### src/rtl/bnn_pkg.sv
// Shared definitions for the binary neural-network layer blocks.
//   state_e           : sequencer state encoding (IDLE, EVAL, HOLD)
//   N_IN_DEFAULT      : default activation/weight vector width
//   N_NEURONS_DEFAULT : default neuron count per layer
package bnn_pkg;

  localparam int N_IN_DEFAULT      = 8;
  localparam int N_NEURONS_DEFAULT = 4;

  typedef enum logic [1:0] {
    IDLE = 2'd0,
    EVAL = 2'd1,
    HOLD = 2'd2
  } state_e;

endpackage

### src/rtl/bnn_popcount.sv
// Combinational population count of a binary vector.
//   vec : input vector, N_IN bits
//   cnt : number of set bits, CNT_W bits unsigned (0..N_IN)
module bnn_popcount #(
  parameter int N_IN  = 8,
  parameter int CNT_W = $clog2(N_IN + 1)
) (
  input  logic [N_IN-1:0]  vec,
  output logic [CNT_W-1:0] cnt
);

  always_comb begin
    cnt = '0;
    for (int i = 0; i < N_IN; i++) begin
      cnt = cnt + CNT_W'(vec[i]);
    end
  end

endmodule

### src/rtl/bnn_neuron_seq.sv
// Time-multiplexed XNOR-popcount-threshold sequencer for one BNN layer.
// Holds per-neuron weights/thresholds, accepts an activation vector, evaluates
// one neuron per cycle through a single shared datapath and then holds the
// layer output until downstream takes it.
//   clk, rst_n                      : clock, synchronous active-low reset
//   cfg_we/cfg_sel/cfg_addr/cfg_data : weight (sel=0) / threshold (sel=1) write
//   in_valid/in_ready/in_act        : activation vector handshake
//   out_valid/out_ready/out_y       : layer output handshake, bit i = neuron i
//   busy                            : high while evaluating or holding
module bnn_neuron_seq
  import bnn_pkg::*;
#(
  parameter int N_IN      = N_IN_DEFAULT,
  parameter int N_NEURONS = N_NEURONS_DEFAULT,
  parameter int CNT_W     = $clog2(N_IN + 1),
  parameter int IDX_W     = $clog2(N_NEURONS)
) (
  input  logic                 clk,
  input  logic                 rst_n,
  input  logic                 cfg_we,
  input  logic                 cfg_sel,
  input  logic [IDX_W-1:0]     cfg_addr,
  input  logic [N_IN-1:0]      cfg_data,
  input  logic                 in_valid,
  output logic                 in_ready,
  input  logic [N_IN-1:0]      in_act,
  output logic                 out_valid,
  input  logic                 out_ready,
  output logic [N_NEURONS-1:0] out_y,
  output logic                 busy
);

  state_e                          state_q, state_d;
  logic [IDX_W-1:0]                idx_q, idx_d;
  logic [N_IN-1:0]                 act_q, act_d;
  logic [N_NEURONS-1:0]            y_q, y_d;
  logic [N_NEURONS-1:0][N_IN-1:0]  w_q, w_d;
  logic [N_NEURONS-1:0][CNT_W-1:0] thr_q, thr_d;

  logic [N_IN-1:0]  match;
  logic [CNT_W-1:0] pop_cnt;
  logic             hit;
  logic             addr_ok;

  // Only non-power-of-two neuron counts can see an out-of-range address.
  if ((2 ** IDX_W) > N_NEURONS) begin : g_addr_chk
    assign addr_ok = (cfg_addr < IDX_W'(N_NEURONS));
  end else begin : g_addr_all
    assign addr_ok = 1'b1;
  end

  // Shared datapath: XNOR marks agreeing bits, popcount, threshold compare.
  assign match = ~(act_q ^ w_q[idx_q]);

  bnn_popcount #(
    .N_IN  (N_IN),
    .CNT_W (CNT_W)
  ) u_popcount (
    .vec (match),
    .cnt (pop_cnt)
  );

  assign hit = (pop_cnt >= thr_q[idx_q]);

  assign in_ready  = (state_q == IDLE);
  assign out_valid = (state_q == HOLD);
  assign busy      = (state_q != IDLE);
  assign out_y     = y_q;

  always_comb begin
    state_d = state_q;
    idx_d   = idx_q;
    act_d   = act_q;
    y_d     = y_q;
    w_d     = w_q;
    thr_d   = thr_q;
    unique case (state_q)
      IDLE: begin
        // Config lands at the same edge as an accept, so the vector being
        // accepted already evaluates against the new value.
        if (cfg_we && addr_ok) begin
          if (cfg_sel) thr_d[cfg_addr] = cfg_data[CNT_W-1:0];
          else         w_d[cfg_addr]   = cfg_data;
        end
        if (in_valid) begin
          act_d   = in_act;
          idx_d   = '0;
          state_d = EVAL;
        end
      end
      EVAL: begin
        // Bits not yet reached keep the previous layer result.
        y_d[idx_q] = hit;
        if (idx_q == IDX_W'(N_NEURONS - 1)) state_d = HOLD;
        else                                idx_d   = idx_q + IDX_W'(1);
      end
      HOLD: begin
        if (out_ready) state_d = IDLE;
      end
      default: state_d = IDLE;
    endcase
  end

  always_ff @(posedge clk) begin
    if (!rst_n) begin
      state_q <= IDLE;
      idx_q   <= '0;
      act_q   <= '0;
      y_q     <= '0;
      w_q     <= '0;
      thr_q   <= '0;
    end else begin
      state_q <= state_d;
      idx_q   <= idx_d;
      act_q   <= act_d;
      y_q     <= y_d;
      w_q     <= w_d;
      thr_q   <= thr_d;
    end
  end

endmodule
### config.mk
export PLATFORM = sky130hd
export DESIGN_NAME = bnn_neuron_seq
export DESIGN_NICKNAME = d
export VERILOG_FILES = /design/src/rtl/bnn_pkg.sv /design/src/rtl/bnn_popcount.sv /design/src/rtl/bnn_neuron_seq.sv
export SDC_FILE = /design/constraint.sdc
export NUM_CORES = 1
export LEC_CHECK = 0
export BUFFER_PORTS_ARGS = -buffer_cell sky130_fd_sc_hd__buf_2
export CORE_MARGIN = 10
export CORE_UTILIZATION = 41
export CTS_BUF_LIST = sky130_fd_sc_hd__clkbuf_8 sky130_fd_sc_hd__clkbuf_16
export CTS_CLUSTER_DIAMETER = 30
export DETAILED_ROUTE_END_ITERATION = 10
export MAX_ROUTING_LAYER = met4
export SETUP_SLACK_MARGIN = 0.05
export SLEW_MARGIN = 20
export SYNTH_ARGS = -nofsm -noshare
export SYNTH_HDL_FRONTEND = slang
export SYNTH_HIERARCHICAL = 1
export SYNTH_SLANG_ARGS = --single-unit
### constraint.sdc
create_clock -name clk -period 12.4 [get_ports clk]
set_input_delay 0.62 -clock clk [delete_from_list [all_inputs] [get_ports clk]]
set_output_delay 0.62 -clock clk [all_outputs]
set_load 0.1 [all_outputs]
==> impl_metrics.tcl, run 1 <==
set metrics [dict create \
    cp-end-kind "flip-flop" \
    setup_slack_ns 7.78 \
    holdCritStartpoint "thr_q[10]" \
    whs_path_depth 2 \
    syn_area_per_cell_um2 10.2 \
    hold_class "flip-flop to flip-flop" \
    fmax_ghz 0.216 \
    area_delta_synth_final_pct 13.8 \
    fin_crit_ns 4.62 \
    setup_tns_ns 0 \
    worstSetupStartpoint "idx_q[1]" \
    core_mm2 0.00733 \
    seq_area_mm2 0.00128 \
    io_pins 31 \
    synth_cell_types 31 \
    num_vias 2187 \
    dpl.cell_count 422 \
    dp_slack_ns 7.78 \
    firstDrtPassIters 4 \
    p_per_area_mw_per_mm2 141 \
    die_h_um 107 \
    initial_core_util_pct 42.4 \
    critPathKind "flip-flop to flip-flop" \
    worstMarginPinSlew_ns 0.879 \
    yosysTopAreaCell "dfxtp_1" \
    grt_pass1_wl_um 11100 \
    viasPerCell 4.99 \
    clk_pin_slew_worst_paths_ns 0.07 \
    finalMaxSlewViolations 0 \
    ant_nets 0 \
    met3WireLength_um 274 \
    cts.path.max_buffers 2 \
    routed.top_layer "met4" \
    finalClockSkew_ns 0.00491 \
    synthesis.area_mm2 0.00311 \
    port-buffer-count 30 \
    hold_buffers 0 \
    route.layer.met1.wl_um 3150 \
    cts_tree "yes" \
    arrival_ns 4.86 \
    instances_no_fill 438 \
    grt_pass1_vias 2312 \
    place.gp.congestion 0.766 \
    finalPower_uw 497 \
    rsz0062_at_grt "false" \
    synth_edf_count 0 \
    die-area_mm2 0.0115 \
    synthFlopType "dfxtp_1" \
    synth_top_area_share_pct 41.2 \
    wl_met2_um 3020 \
    ys_ff_latch 64 \
    mostFrequentLayoutCell "dfxtp_1" \
    drtIter0Drc 98 \
    cts.sink_count 64 \
    wl_per_cell_um 14.9 \
    relSlewSlack_pct 40.9 \
    rows 31 \
    grt_max_degree 59 \
    yosys_warnings 6 \
    ir_worst_vdd_mv 0.0441 \
    multiInputGateArea_mm2 0.00166 \
    antenna_found_initial 0 \
    ys_seq_area_share_pct 41.2 \
    fin_util_pct 48.3 \
    dieWidth_um 107 \
    antenna_cells 0 \
    hold_viol 0 \
    cap_violations 0 \
    cts-buffers-inserted 9 \
    rr_startpoint "idx_q[1]" \
    startpoint_type "flip-flop" \
    worstPathRequired_ns 12.63 \
    drc_errors 0 \
    final_cell_mix "dfxtp_1 (64), nand2_1 (59), mux2i_1 (57), buf_2 (30), inv_1 (27)" \
    overflow 0 \
    nNetsFinal 373 \
    status "complete, no violations" \
    hpwl_um 4650 \
    path_max_fanout 17 \
    netlist_instances 305 \
    post_cts_resize_count 0 \
    fin_crit_sh_pct 37.3 \
    wirelength_um 6530 \
    n_fill_cell 691 \
    ys_async_sr_fraction_pct 0 \
    reg2reg_depth 15 \
    drive_above_1_share_pct 18.6 \
    cts-root-buf "clkbuf_8" \
    htreeDepth 3 \
    leakagePower_nw 1.49 \
    grt_usage_pct 12.6 \
    finalSetupViolations 0 \
    synthTopCellsByArea "dfxtp_1 (41%), mux2i_1 (18%), mux4_2 (8.7%)" \
    synth_fp_nets 344 \
    post_cts_buffers 0 \
    clk_latency_ns 0.33 \
]
layout make-up:
cell class / count / share of cell area, %
clock buffer: 10 / 3.89
clock inverter: 6 / 2.16
inverter: 24 / 2.55
multi-input combinational: 202 / 46.8
sequential: 64 / 36.2
tap: 99 / 3.50
timing repair buffer: 33 / 4.88
metal layers:
metal / track usage (%) / up-vias
met2: 19.0 / 41
met1: 15.4 / 1047
met3: 2.75 / 7
li1: - / 1092
met5: - / -
met4: 6.58 / 0
critical path, cell delays in order (launching register included):
cell	delay (ns)
dfxtp_1	0.81
mux4_2	0.42
xnor2_1	0.14
inv_1	0.08
fa_1	0.56
fa_1	0.43
fa_1	0.43
inv_1	0.06
ha_1	0.15
inv_1	0.05
fa_1	0.37
xnor2_1	0.14
ha_1	0.28
o211ai_1	0.09
o21a_1	0.22
a311oi_1	0.29
sequential cells by signal, indices dropped and copies added (netlist names):
register	cells
w_q	32
thr_q	16
act_q	8
out_y	4
idx_q	2
state_q	2
power by group:
part / internal (mW) / total, mW / leakage [nW] / switching [mW]
sequential: 0.211 / 0.216 / 0.519 / 0.00457
combinational: 0.0365 / 0.0891 / 0.850 / 0.0526
clock: 0.116 / 0.192 / 0.120 / 0.0762
synthesized netlist by cell type (all sizes together), types with 4 or more instances:
cell type	count
buf	8
nand2	59
inv	24
dfxtp	64
mux2i	57
clkbuf	7
nor2	15
mux4	12
ha	11
fa	4
a21oi	8
xnor2	9
worst paths after layout:
| path | slack, ns | endpoint |
|---|---|---|
| worst max register to register | 7.78 | out_y[1] |
| worst max-delay path | 7.78 | out_y[1] |
| worst min register to register | 0.46 | thr_q[10] |
| worst min-delay path | 0.46 | thr_q[10] |
kinds of logic after synthesis:
logic type               share of synthesized area (%)
XOR/XNOR                                          2.54
AND/OR/NAND/NOR                                   13.3
multiplexers                                      27.0
adder cells (fa/ha/maj)                           7.00
buffers and inverters                             5.51
flip-flops                                        41.2
AO/OA/AOI/OAI                                     3.42
metrics by stage:
step                      hold slack (ns)  instance area (um^2)
after floorplan                     0.432                  3110
after global routing                0.482                  3540
final                               0.459                  3540
after CTS                           0.460                  3540
after detailed placement            0.449                  3320
after global placement              0.439                  3320
Power figures use the tool's default switching activity.
==> inputs of run 2 (changes only) <==
clock period = 4.2 ns   (was 12.4 ns; I/O delays follow)
==> run 2 against run 1 <==
The flow now finishes with violations (setup timing). Sequential share of layout area is 0.76 points lower. Global-route usage barely moved. Cell area rose by 2.4%. Highest routed layer unchanged.
==> impl_metrics.tcl, run 2 (same netlist as run 1, synthesis figures left out) <==
set metrics [dict create \
    drc_errors 0 \
    die_h_um 107 \
    final_cell_mix "dfxtp_1 (63), nand2_1 (59), mux2i_1 (57), buf_2 (30), inv_1 (24)" \
    r2r_slack_ns -0.06 \
    instances_no_fill 441 \
    drtIter0Drc 74 \
    cap_violations 0 \
    cts.sink_count 64 \
    place_area_mm2 0.00335 \
    viasPerCell 4.92 \
    grt_usage_pct 12.6 \
    hpwl_um 4760 \
    finalSetupViolations 3 \
    clk_latency_ns 0.35 \
    whs_endpoint "act_q[2]" \
    fin_area_mm2 0.00362 \
    ir_worst_vdd_mv 0.178 \
    p_per_area_mw_per_mm2 432 \
    whs_path_depth 3 \
    firstDrtPassIters 4 \
    setup_slack_ns -0.0576 \
    worstPathRequired_ns 4.45 \
    hold_viol 0 \
    crit_chain "mux4_2 > xnor2_2 > inv_1 > fa_1 > fa_1 > fa_1 > inv_1 > ha_2 > inv_2 > fa_2 > inv_2 > ha_4 > o211ai_1 > o21a_1 > a311oi_1" \
    finalMaxSlewViolations 0 \
    path_max_fanout 5 \
    relSlewSlack_pct 41.7 \
    cts-buffers-inserted 9 \
    fmax_ghz 0.235 \
    critPathKind "flip-flop to flip-flop" \
    cp-end-kind "flip-flop" \
    htreeDepth 3 \
    num_vias 2171 \
    ant_nets 0 \
    cts-root-buf "clkbuf_8" \
    clk_pin_slew_worst_paths_ns 0.07 \
    dp_slack_ns -0.120 \
    grt_pass1_vias 2192 \
    place.gp.congestion 0.756 \
    overflow 0 \
    grt_max_degree 39 \
    hold_class "input port to flip-flop" \
    top_register "w_q" \
    r2r-end "out_y[0]" \
    antenna_found_initial 0 \
    antenna_cells 0 \
    crit_buf_inv 4 \
    arrival_ns 4.50 \
    rr_startpoint "idx_q[0]" \
    fin_crit_sh_pct 101 \
    rows 31 \
    grt_pass1_wl_um 11000 \
    reg_top3 "w_q x32, thr_q x16, act_q x8" \
    drive_above_1_share_pct 21.9 \
    leakagePower_nw 1.52 \
    slowest_delay_ns 0.55 \
    reg2reg_depth 15 \
    hold_buffers 0 \
    rsz0062_at_grt "true" \
    area_delta_synth_final_pct 16.6 \
    cpLargestDelayFamily "adder cells" \
    mostFrequentLayoutCell "dfxtp_1" \
    startpoint_type "flip-flop" \
    dieWidth_um 107 \
    crit_slowest_cell "fa_1" \
    largest_reg_flops 32 \
    violations "setup timing" \
    initial_core_util_pct 42.4 \
    fin_crit_ns 4.26 \
    cts.path.max_buffers 2 \
    io_pins 31 \
    worst_hold_slack_ns 0.0971 \
    worstMarginPinSlew_ns 0.867 \
    wl_per_cell_um 15.2 \
    nNetsFinal 377 \
    status "finished, violations left" \
    die-area_mm2 0.0115 \
    cp_common_cell "fa_1" \
    holdCritStartpoint "in_act[2]" \
    core_mm2 0.00733 \
    port-buffer-count 30 \
    wirelength_um 6680 \
    cts_tree "yes" \
    finalClockSkew_ns 0.00677 \
    dpl.cell_count 425 \
]
## run 2: changes by cell type in the layout (fill, tap and decap cells not counted), sizes merged
| cell | delta |
|---|---|
| clkinv | -1 |
| bufinv | +1 |
| buf | +4 |
| inv | -1 |
## run 2: power breakdown
part	switching, mW	leakage (nW)	internal (mW)
Clock	0.230	0.125	0.403
Sequential	0.0135	0.520	0.624
Combinational	0.168	0.871	0.126
Total	0.412	1.52	1.15
## run 2: how the worst max path moves through the flow
stage,start,endpoint,cells past startpoint
2_1_floorplan,idx_q[0],out_y[0],16
3_3_place_gp,idx_q[0],out_y[2],15
3_5_place_dp,idx_q[0],out_y[1],15
4_1_cts,idx_q[0],out_y[2],15
5_1_grt,idx_q[0],out_y[0],15
6_report,idx_q[0],out_y[0],15
## run 2: what timing repair did
action,4_1_cts,5_1_grt
resized for setup,1,7
pin swaps,1,4
endpoints found under the setup margin,4,4
buffers inserted,0,1
## run 2: layout make-up
type                            count  area (um^2)
Clock inverter                      5         97.6
Clock buffer                       10          138
Timing Repair Buffer               37          203
Multi-Input combinational cell    202         1690
Tap cell                           99          124
Inverter                           24         90.1
Fill cell                         683         3710
Sequential cell                    64         1280
## run 2: layer usage
metal | track usage [%] | vias to the layer above | wire (um)
met5 | - | - | 0
met3 | 3.65 | 11 | 302
met2 | 18.2 | 37 | 2970
met1 | 15.7 | 1024 | 3290
li1 | - | 1099 | -
met4 | 5.80 | 0 | 116
## run 2: worst register-to-register path, cell delays in order (launching register included)
cell and delay, ns:
dfxtp_4 0.39, mux4_2 0.53, xnor2_2 0.14, inv_1 0.07, fa_1 0.55, fa_1 0.43
fa_1 0.43, inv_1 0.07, ha_2 0.18, inv_2 0.04, fa_2 0.52, inv_2 0.04
ha_4 0.24, o211ai_1 0.08, o21a_1 0.23, a311oi_1 0.22
## run 2: metrics by stage
step	util [%]	power [mW]	setup TNS [ns]
floorplan	-	0.854	0
global placement	45.7	0.907	-0.0118
detailed placement	45.7	0.917	-0.366
CTS	48.9	1.55	-0.309
global route	49.4	1.64	-0.789
finish	49.4	1.56	-0.162
==> inputs of run 3 (changes only) <==
BUFFER_PORTS_ARGS = -buffer_cell sky130_fd_sc_hd__clkbuf_2   (was -buffer_cell sky130_fd_sc_hd__buf_2)
HOLD_SLACK_MARGIN = 0.12   (was not set)
==> run 3 against run 2 <==
The flow still finishes with violations (setup timing). Count of clock-buffer cells in the layout unchanged. Final cell count grew 0.23%. Maximum frequency grew 0.64%. Worst hold slack better by 0.028 ns. Total power down 8.0%. Sequential cell count unchanged. Via count is 2.3% higher. First-iteration DRC count is 31% higher. Clock skew increased by 0.0029 ns. Setup slack gained 0.027 ns. Cell area shrank 1.0%. Register-to-register slack better by 0.03 ns. Critical endpoint unchanged. Largest power group unchanged.
==> impl_metrics.tcl, run 3 (same netlist as run 1, synthesis figures left out) <==
set metrics [dict create \
    dp_slack_ns -0.0916 \
    cts_tree "yes" \
    path_max_fanout 5 \
    viasPerCell 5.02 \
    instances_no_fill 442 \
    use_met1_pct 15.8 \
    rsz0062_at_grt "true" \
    die-area_mm2 0.0115 \
    reg_top3 "w_q x32, thr_q x16, act_q x8" \
    top_register "w_q" \
    hold_viol 0 \
    finalSetupViolations 3 \
    mostFrequentLayoutCell "dfxtp_1" \
    cp-end-kind "flip-flop" \
    cap_violations 0 \
    area_delta_synth_final_pct 15.4 \
    io_pins 31 \
    grt_pass1_wl_um 11400 \
    met2_usage_pct 18.7 \
    drc_errors 0 \
    firstDrtPassIters 4 \
    dpl.cell_count 425 \
    critPathKind "flip-flop to flip-flop" \
    drtIter0Drc 97 \
    cts.sink_count 64 \
    cts-root-buf "clkbuf_8" \
    hpwl_um 4820 \
    fin_crit_ns 4.23 \
    antenna_cells 0 \
    fin_crit_sh_pct 101 \
    core_mm2 0.00733 \
    p_per_area_mw_per_mm2 401 \
    rows 31 \
    largest_reg_flops 32 \
    antenna_found_initial 0 \
    worstPathRequired_ns 4.43 \
    grt_usage_pct 12.7 \
    grt-busiest-layer "met2" \
    fin_util_pct 49.0 \
    num_vias 2220 \
    ant_nets 0 \
    hold_class "input port to flip-flop" \
    htreeDepth 3 \
    finalClockSkew_ns 0.00967 \
    wirelength_um 6680 \
    place.gp.congestion 0.766 \
    cts.path.max_buffers 2 \
    nNetsFinal 379 \
    cts-buffers-inserted 9 \
    fin_area_mm2 0.00359 \
    violations "setup timing" \
    clk_latency_ns 0.33 \
    ir_worst_vdd_mv 0.149 \
    worstMarginPinSlew_ns 0.817 \
    setup_tns_ns -0.0665 \
    drive_above_1_share_pct 21.6 \
    leakagePower_nw 1.50 \
    grt_max_degree 42 \
    relSlewSlack_pct 45.1 \
    fmax_ghz 0.236 \
    arrival_ns 4.46 \
    port-buffer-count 30 \
    clk_pin_slew_worst_paths_ns 0.07 \
    startpoint_type "flip-flop" \
    grt_use_met3_pct 2.93 \
    status "finished, violations left" \
    finalMaxSlewViolations 0 \
    setup_slack_ns -0.0306 \
    final_cell_mix "dfxtp_1 (63), nand2_1 (59), mux2i_1 (57), clkbuf_2 (30), inv_1 (23)" \
    dieWidth_um 107 \
    die_h_um 107 \
    wl_per_cell_um 15.1 \
    initial_core_util_pct 42.4 \
    overflow 0 \
    grt_pass1_vias 2275 \
    place_area_mm2 0.00335 \
]
-- run 3: layer usage --
metal,routed length (um),part of all wire [%]
met1,3250,49
met2,3010,45
met3,236,3.5
met4,188,2.8
met5,0,0
-- run 3: final cells by class --
class | instances | area (um^2)
repair buffers | 39 | 223
well taps | 99 | 124
clock buffers | 10 | 138
multi-input cells | 202 | 1680
fillers | 700 | 3740
clock inverters | 4 | 47.5
flip-flops and latches | 64 | 1280
inverters | 24 | 90.1
-- run 3: repair_timing --
item | 4_1_cts | 5_1_grt
cloned | 0 | 0
gates resized for setup | 6 | 1
hold endpoints to repair | 2 | 0
buffers inserted | 1 | 0
pin swaps | 5 | 1
endpoints found under the setup margin | 4 | 4
hold buffers | 2 | 0
-- run 3: critical path, stage by stage (launching register included) --
cell and delay [ns]:
dfxtp_4 0.38, mux4_2 0.51, xnor2_1 0.14, inv_1 0.07, fa_1 0.55, fa_1 0.42, fa_1 0.43, inv_1 0.07
ha_2 0.18, inv_2 0.04, fa_2 0.52, inv_2 0.05, ha_4 0.25, o211ai_1 0.09, o21a_1 0.22, a311oi_1 0.22
-- run 3: report_power, final --
part / internal [mW] / switching, mW / total, mW
Sequential: 0.624 / 0.0140 / 0.638
Clock: 0.282 / 0.225 / 0.506
Combinational: 0.129 / 0.167 / 0.295
Total: 1.03 / 0.406 / 1.44
-- run 3: worst paths after layout --
kind / to / startpoint / slack (ns) / cells after the start
max: out_y[0] / idx_q[0] / -0.03 / 15
min: act_q[3] / in_act[3] / 0.13 / 3
max reg2reg: out_y[0] / idx_q[0] / -0.03 / 15
min reg2reg: thr_q[8] / thr_q[8] / 0.46 / 2
-- run 3: metrics by stage --
stage,power [mW],hold WS (ns)
global route,1.51,0.123
CTS,1.45,0.120
detailed placement,0.918,0.446
global placement,0.907,0.439
finish,1.44,0.125
floorplan,0.854,0.358
